<file path="src/rtl/spi_responder.sv">
// ---------------------------------------------------------------------------
// spi_responder
//   SPI slave used as the far end of the if_spi / if_spi_multi masters for
//   loopback and self-test.  Every SPI input is oversampled in the sys_clk
//   domain.  Received bits are assembled MSB-first into bytes.  Reply bytes
//   come from a show-ahead FIFO and are shifted out MSB-first.
//
// Parameters
//   CPOL            SCLK idle level
//   CPHA            0: sample on leading edge, 1: sample on trailing edge
//   BYTES_PER_FRAME expected bytes per n_cs-low frame, 0 = unlimited
//   FILL_BYTE       byte sent when the reply FIFO is empty or exhausted
//
// Ports
//   sys_clk    system clock, at least 4x SCLK
//   rst        asynchronous active-high reset
//   n_cs       chip select from master (async)
//   sclk       serial clock from master (async)
//   mosi       serial data from master (async)
//   miso       serial data to master
//   miso_oe    high while a frame is active
//   rx_data    last complete received byte
//   rx_valid   one-cycle strobe when rx_data updates
//   frame_end  one-cycle strobe when an active frame closes
//   frame_err  sticky frame error, cleared at the next frame start
//   tx_data    reply FIFO head (show-ahead)
//   tx_empty   reply FIFO empty
//   tx_rdreq   one-cycle FIFO pop
// ---------------------------------------------------------------------------
module spi_responder #(
  parameter bit          CPOL            = 1'b0,
  parameter bit          CPHA            = 1'b0,
  parameter int unsigned BYTES_PER_FRAME = 2,
  parameter logic [7:0]  FILL_BYTE       = 8'hFF
) (
  input  logic       sys_clk,
  input  logic       rst,
  input  logic       n_cs,
  input  logic       sclk,
  input  logic       mosi,
  output logic       miso,
  output logic       miso_oe,
  output logic [7:0] rx_data,
  output logic       rx_valid,
  output logic       frame_end,
  output logic       frame_err,
  input  logic [7:0] tx_data,
  input  logic       tx_empty,
  output logic       tx_rdreq
);

  localparam logic [0:0] IDLE   = 1'b0;
  localparam logic [0:0] ACTIVE = 1'b1;

  // Bits [1:0] form the synchroniser, bit [2] is the edge-detect history.
  // The chip-select chain resets low, so a frame that is already running when
  // reset releases produces no falling edge until n_cs has been seen high.
  logic [2:0] cs_sync;
  logic [2:0] sclk_sync;
  logic [1:0] mosi_sync;

  always_ff @(posedge sys_clk or posedge rst) begin
    if (rst) begin
      cs_sync   <= 3'b000;
      sclk_sync <= {3{CPOL}};
      mosi_sync <= 2'b00;
    end else begin
      cs_sync   <= {cs_sync[1:0], n_cs};
      sclk_sync <= {sclk_sync[1:0], sclk};
      mosi_sync <= {mosi_sync[0], mosi};
    end
  end

  logic cs_fall, cs_rise, lead_edge, trail_edge, sample_edge, shift_edge;

  assign cs_fall     = cs_sync[2] & ~cs_sync[1];
  assign cs_rise     = ~cs_sync[2] & cs_sync[1];
  assign lead_edge   = (sclk_sync[2] == CPOL) && (sclk_sync[1] != CPOL);
  assign trail_edge  = (sclk_sync[2] != CPOL) && (sclk_sync[1] == CPOL);
  assign sample_edge = CPHA ? trail_edge : lead_edge;
  assign shift_edge  = CPHA ? lead_edge : trail_edge;

  logic [0:0] state;
  logic [2:0] bit_cnt;
  logic [7:0] byte_cnt;
  logic [7:0] shift_rx;
  logic [7:0] shift_tx;
  logic       skip_shift;

  // Reply byte selection.  load_index is the position in the frame of the
  // byte about to be loaded; positions past the frame budget send the fill
  // byte without touching the FIFO.
  logic [8:0] load_index;
  logic       pop_ok;
  logic [7:0] load_byte;
  logic [7:0] rx_next;
  logic       byte_done;
  logic [2:0] bit_cnt_next;
  logic [7:0] byte_cnt_next;
  logic       err_next;

  always_comb begin
    load_index    = (state == IDLE) ? 9'd0 : ({1'b0, byte_cnt} + 9'd1);
    pop_ok        = ((BYTES_PER_FRAME == 0) || ({23'd0, load_index} < BYTES_PER_FRAME))
                    && !tx_empty;
    load_byte     = pop_ok ? tx_data : FILL_BYTE;
    rx_next       = {shift_rx[6:0], mosi_sync[1]};
    byte_done     = sample_edge && (bit_cnt == 3'd7);
    bit_cnt_next  = sample_edge ? (bit_cnt + 3'd1) : bit_cnt;
    byte_cnt_next = (byte_done && (byte_cnt != 8'hFF)) ? (byte_cnt + 8'd1) : byte_cnt;
    // Uses the post-sample counts so a byte completing on the same cycle as
    // the n_cs rise is counted.
    err_next      = (bit_cnt_next != 3'd0) ||
                    ((BYTES_PER_FRAME != 0) && ({24'd0, byte_cnt_next} != BYTES_PER_FRAME));
  end

  // Frame state machine.  Within one cycle the sample is handled first, then
  // a possible frame close, otherwise a next-byte load.  skip_shift marks a
  // freshly loaded byte whose MSB is already on miso: the next shift edge
  // just re-drives the MSB instead of advancing.
  always_ff @(posedge sys_clk or posedge rst) begin
    if (rst) begin
      state      <= IDLE;
      bit_cnt    <= 3'd0;
      byte_cnt   <= 8'd0;
      shift_rx   <= 8'd0;
      shift_tx   <= 8'd0;
      skip_shift <= 1'b0;
      miso       <= 1'b0;
      miso_oe    <= 1'b0;
      rx_data    <= 8'd0;
      rx_valid   <= 1'b0;
      frame_end  <= 1'b0;
      frame_err  <= 1'b0;
      tx_rdreq   <= 1'b0;
    end else begin
      rx_valid  <= 1'b0;
      frame_end <= 1'b0;
      tx_rdreq  <= 1'b0;
      if (state == IDLE) begin
        if (cs_fall) begin
          state      <= ACTIVE;
          bit_cnt    <= 3'd0;
          byte_cnt   <= 8'd0;
          shift_rx   <= 8'd0;
          frame_err  <= 1'b0;
          shift_tx   <= load_byte;
          miso       <= load_byte[7];
          tx_rdreq   <= pop_ok;
          skip_shift <= CPHA;
          miso_oe    <= 1'b1;
        end
      end else begin
        if (sample_edge) begin
          shift_rx <= rx_next;
          bit_cnt  <= bit_cnt_next;
          byte_cnt <= byte_cnt_next;
          if (byte_done) begin
            rx_data  <= rx_next;
            rx_valid <= 1'b1;
          end
        end
        if (shift_edge) begin
          if (skip_shift) begin
            miso       <= shift_tx[7];
            skip_shift <= 1'b0;
          end else begin
            miso     <= shift_tx[6];
            shift_tx <= {shift_tx[6:0], 1'b0};
          end
        end
        if (cs_rise) begin
          state     <= IDLE;
          frame_end <= 1'b1;
          frame_err <= err_next;
          miso_oe   <= 1'b0;
          miso      <= 1'b0;
        end else if (byte_done) begin
          shift_tx   <= load_byte;
          miso       <= load_byte[7];
          tx_rdreq   <= pop_ok;
          skip_shift <= 1'b1;
        end
      end
    end
  end

endmodule

</file>
<file path="config.mk">
export PLATFORM = sky130hd
export DESIGN_NAME = spi_responder
export DESIGN_NICKNAME = d
export VERILOG_FILES = /design/src/rtl/spi_responder.sv
export SDC_FILE = /design/constraint.sdc
export NUM_CORES = 1
export LEC_CHECK = 0
export BUFFER_PORTS_ARGS = -buffer_cell sky130_fd_sc_hd__buf_2
export CAP_MARGIN = 20
export CORE_ASPECT_RATIO = 0.75
export CORE_MARGIN = 5
export CORE_UTILIZATION = 25
export CTS_CLUSTER_SIZE = 20
export DETAILED_ROUTE_END_ITERATION = 6
export GPL_TIMING_DRIVEN = 0
export PLACE_DENSITY = 0.39
export RECOVER_POWER = 100
export SLEW_MARGIN = 30
export SYNTH_ARGS = -nofsm -noshare
export SYNTH_HDL_FRONTEND = slang
export SYNTH_SLANG_ARGS = --single-unit
</file>
<file path="constraint.sdc">
create_clock -name sys_clk -period 4.77 [get_ports sys_clk]
set_input_delay 0.954 -clock sys_clk [delete_from_list [all_inputs] [get_ports sys_clk]]
set_output_delay 0.954 -clock sys_clk [all_outputs]
set_load 0.1 [all_outputs]
</file>
======== After elaboration in Yosys (flattened, before gate mapping) ========
Cells that the tools add are included.
storage, ports and cells
  word-level logic and storage cells ...... 91
  output and inout bits ................... 14
  input port bits ......................... 14
  register bits ........................... 50
operators by class
  multiplexer cells ....................... 46
  order comparisons ....................... 1
  eq/ne operators ......................... 6
  reduce and logical (&&, ||, !) cells .... 13
  add/subtract/negate cells ............... 3
  bitwise logic cells ..................... 6
operators with widths
  operator             number
  $mux 8               11
  $mux 1               28
  $mux 7               2
  $mux 3               4
  $add 8x1->9 const B  1
  $lt 9x2->1 const B   1
  $mux 9               1
  $add 8x1->8 const B  1
  $ne 8x2->1 const B   1
  $ne 8x8->1 const B   1
  $reduce_and 2->1     3
  $logic_and 1x1->1    5
  $ne 2x2->1 const B   2
  $ne 4x3->1 const B   1
  $not 1->1            4
  $add 3x1->3 const B  1
  $eq 3x3->1 const B   1
  $reduce_and 3->1     1
  $reduce_bool 3->1    1
  $and 1x1->1          2
  $reduce_bool 2->1    1
  $logic_not 1->1      1
  $logic_or 1x1->1     1

======== Depth between registers and ports, before layout ========
  depth in word-level cells ............... 9
  depth in mapped cells ................... 8
  mapped depth without buffers ............ 7

======== Least setup slack after synthesis ========
OpenSTA, ideal clock, no wires.
  path type ............................... input-to-reg
  from .................................... input tx_empty
  to ...................................... register shift_tx[3]
  buffers on the path ..................... 0
  data required time ...................... 4631 ps
  setup slack ............................. 2650 ps
  library setup time ...................... 139 ps
  stages on the path ...................... 3
  data arrival time ....................... 1981 ps
  path through ............................ or4_4 o32ai_4 o21ai_0
on the way
  word-level cells in the longest chain between the ends .. 6
  elaborated cells between the ends (all ways) .. 7
  classes of those cells .................. mux: 5; reduce/logical: 2
ends and longest elaborated chain
  element                 RTL line  text
  start: declaration      48        input logic tx_empty,
  $logic_not 1->1 (*)     105       && !tx_empty;
  $logic_and 1x1->1 (*)   105
  $mux 8 (*)              106       load_byte = pop_ok ? tx_data : FILL_BYTE;
  $mux 8                  178       end else if (byte_done) begin
  $mux 8                  172       if (cs_rise) begin
  $mux 8 (*)              140       if (state == IDLE) begin
  end signal: assignment  147       shift_tx <= load_byte;
  end signal: assignment  169       shift_tx <= {shift_tx[6:0], 1'b0};
  end signal: assignment  179       shift_tx <= load_byte;
  end: declaration        87        logic [7:0] shift_tx;
Every way passes the cells marked *; elsewhere a longest branch is shown, timed or not. The select of a mux whose other input is x is not followed.
A chain may end at the register's enable or synchronous reset.

======== Worst setup path after layout ========
  from .................................... register byte_cnt[0]
  to ...................................... register shift_tx[7]
on the way
  word-level cells in the longest chain between the ends .. 8
  elaborated cells between the ends (all ways) .. 9
  classes of those cells .................. add/sub: 1; order compare: 1; mux: 6; reduce/logical: 1
ends and longest elaborated chain
  element                   RTL line  text
  start: declaration        85        logic [7:0] byte_cnt;
  start signal: assignment  157       byte_cnt <= byte_cnt_next;
  $add 8x1->9 (*)           103       load_index = (state == IDLE) ? 9'd0 : ({1'b0, byte_cnt} + 9'd1);
  $mux 9 (*)                103
  $lt 9x2->1 (*)            104       pop_ok = ((BYTES_PER_FRAME == 0) || ({23'd0, load_index} < BYTES_PER_FRAME))
  $logic_and 1x1->1 (*)     105
  $mux 8 (*)                106
  $mux 8                    178
  $mux 8                    172
  $mux 8 (*)                140
Marks and branches as above.

==> results.py <==
metrics = {
    "worst_setup_path": {
        "worst_ep_arrival_time_ns": 3.05,
        "crit_family": "compound AO/OA/AOI/OAI gates",
        "cp_num_buf_inv": 1,
        "worstSetupStartpointType": "flop",
        "cp_slowest_cell": "o32ai_1",
        "path_cells": "ha_1, clkbuf_1, xnor2_1, a21oi_1, or4_1, o32ai_1, a31oi_1",
        "crit_type": "reg -> reg",
        "end_kind": "flop",
        "slowest_delay_ns": 0.97,
        "worstPathRequired_ns": 4.88,
        "worstPathMaxFanout": 9,
    },
    "grt": {
        "track_usage_pct": 11.08,
        "grt_use_met1_pct": 16.75,
        "antenna_found_initial": 0,
        "met3_usage_pct": 2.607,
        "grt_pass1_vias": 1931,
        "grt_max_degree": 27,
        "grt_overflow": 0,
        "top_usage_layer": "met1",
        "met2_usage_pct": 15.24,
        "grt_pass1_wl_um": 10400,
    },
    "worst_hold_path": {
        "min_path_type": "reg -> reg",
    },
    "synthesis": {
        "synth_top_family_by_area": "compound AO/OA/AOI/OAI gates",
        "synth_top_area_share_pct": 50.94,
        "synth.area.top_cells": "dfrtp_1 (51%), nand2_1 (5.5%), o21ai_0 (4.3%)",
        "synth-seq-cells": 50,
        "ys_seq_area_share_pct": 50.94,
        "synth.most_common_cell": "dfrtp_1",
        "synth_fa_ha_area_share_pct": 1.528,
        "yosys-top-cells-count": "dfrtp_1 (50), nand2_1 (36), o21ai_0 (21), a21oi_1 (17), nor2_1 (14)",
        "synth_top_cell_by_area": "dfrtp_1",
        "synth_edf_count": 0,
        "async_reset_ff_share_pct": 100.0,
        "yosysWarnings": 0,
        "synth-compound-area-share_pct": 22.47,
        "syn-num-nets": 267,
        "synth_cells": 250,
        "synth.area.mux_share_pct": 2.191,
        "ys.flop_type": "dfrtp_1",
        "yosysUniqueCellTypes": 49,
        "yosys.area_share.simple_pct": 17.93,
        "syn-cell-area_mm2": 0.002456,
        "synth_area_per_cell_um2": 9.824,
        "synth_xor_area_share_pct": 1.426,
    },
    "drt": {
        "routedWlPerCell_um": 14.82,
        "vias": 2008,
        "drcViolationCount": 0,
        "ant_nets": 0,
        "dr.pass1.iters": 4,
        "wirelength_um": 6195,
        "viasPerCell": 4.804,
        "drt_iter0_drc": 99,
    },
    "sta": {
        "fmax_mhz": 339.9,
        "hold_viol_final": 0,
        "slew_headroom_pct": 5.350,
        "min_period_over_period_pct": 61.69,
        "setup_ws_ns": 1.828,
        "max_slew.worst_pin.slew_ns": 1.420,
        "rsz0062_at_grt": "false",
        "period_minus_slack_ns": 2.942,
        "drv_slew": 0,
        "final.setup.tns_ns": 0,
        "fin_skew_ns": 0.005112,
        "setup_viol": 0,
    },
    "die": {
        "die_w_um": 124.5,
        "start_util_pct": 25.53,
        "coreArea_mm2": 0.009619,
        "die_height_um": 95.84,
        "io_pins": 28,
        "rows": 31,
        "dieArea_mm2": 0.01193,
    },
    "cells_and_area": {
        "diodes": 0,
        "drive_gt1_share_pct": 10.14,
        "stdcell_area_mm2": 0.002870,
        "fin_nets": 302,
        "layout-area-overhead-vs-synth_pct": 16.86,
    },
    "cts": {
        "cts.repair.resized": 0,
        "cts_tree": "done",
        "root_buffer": "clkbuf_16",
        "cts_setup_buffers": 0,
        "clk_pin_slew_ns": 0.07,
        "htreeDepth": 2,
        "numCtsBuffers": 5,
        "holdBufCountCts": 0,
        "clock_sinks": 50,
        "clk_path_buf_depth": 2,
        "clock_latency_ns": 0.29,
    },
    "placed_design": {
        "gp_congestion": 0.8278,
        "post_dp_cell_area_mm2": 0.002779,
        "place_ws_ns": 2.305,
        "place.detailed.hpwl_um": 4445,
        "portBuffers": 27,
    },
    "pwr": {
        "power.leakage_nw": 1.257,
        "powerDensity_mw_per_mm2": 364.7,
        "peakVddDrop_mv": 0.1396,
    },
    "status": {
        "status": "finished, final reports clean",
    },
    "run": {
        "cap_violations": 0,
    },
}
placed cells by master, fill, tap and decap left out, types with 6 or more instances in the layout:
cell type	netlist	final
o22ai_1	6	6
nand2_1	36	36
clkbuf_1	9	25
a22o_1	10	10
buf_2	3	15
nor3_1	6	6
dfrtp_1	50	50
nor2_1	14	14
o21ai_0	21	21
nand2b_1	6	6
a21oi_1	17	17
worst paths after layout:
kind,startpoint,slack (ns),to,cells after the start
max,byte_cnt[0],1.83,shift_tx[7],7
min,mosi_sync[0],0.35,mosi_sync[1],0
max reg2reg,byte_cnt[0],1.83,shift_tx[7],7
min reg2reg,mosi_sync[0],0.35,mosi_sync[1],0
max in group asynchronous,rst,2.09,byte_cnt[2],3
min in group asynchronous,rst,0.88,sclk_sync[0],2
where the power goes:
group / total (mW) / internal [mW] / switching (mW) / leakage [nW]
sequential: 0.493 / 0.462 / 0.0309 / 0.644
clock: 0.377 / 0.211 / 0.166 / 0.0770
combinational: 0.177 / 0.0563 / 0.120 / 0.536
logic make-up (layout without fill, tap and decap cells):
kind of cell / after synthesis / in the layout
AOI/OAI and AO/OA: 80 / 80
xor gates and xnor gates: 4 / 4
adders and majority gates: 3 / 3
buffers and inverters: 19 / 55
DFF: 50 / 50
muxes: 5 / 5
and+or+nand+nor: 89 / 89
routing by layer:
layer  up-vias  part of all wire, %
li1        986                    -
met1       985                   55
met2        29                   40
met3         8                  3.2
met4         0                  1.4
met5         -                    0
registers in the layout (all words and copies together), names as in the netlist:
name and count:
bit_cnt 3, byte_cnt 8, cs_sync 3, frame_end 1, frame_err 1, miso 1
miso_oe 1, mosi_sync 2, rx_data 8, rx_valid 1, sclk_sync 3, shift_rx 7
shift_tx 8, skip_shift 1, state 1, tx_rdreq 1
metrics by stage:
stage          hold WS, ns  util [%]  total power [mW]  instances
2_1_floorplan       0.3312         -            0.6324        250
3_3_place_gp        0.3329     28.66            0.6821        409
3_5_place_dp        0.3356     28.89            0.6849        410
4_1_cts             0.3522     30.52             1.071        418
5_1_grt             0.3633     29.84             1.106        418
6_report            0.3494     29.84             1.047        418
layout make-up:
class,count,area [µm²]
tap,132,165.2
inverter,5,20.02
timing repair buffer,28,121.4
fill,1068,6749
sequential,50,1251
clock inverter,2,17.52
clock buffer,6,138.9
buffer,14,66.31
multi-input combinational,181,1090
Power figures use the tool's default switching activity.
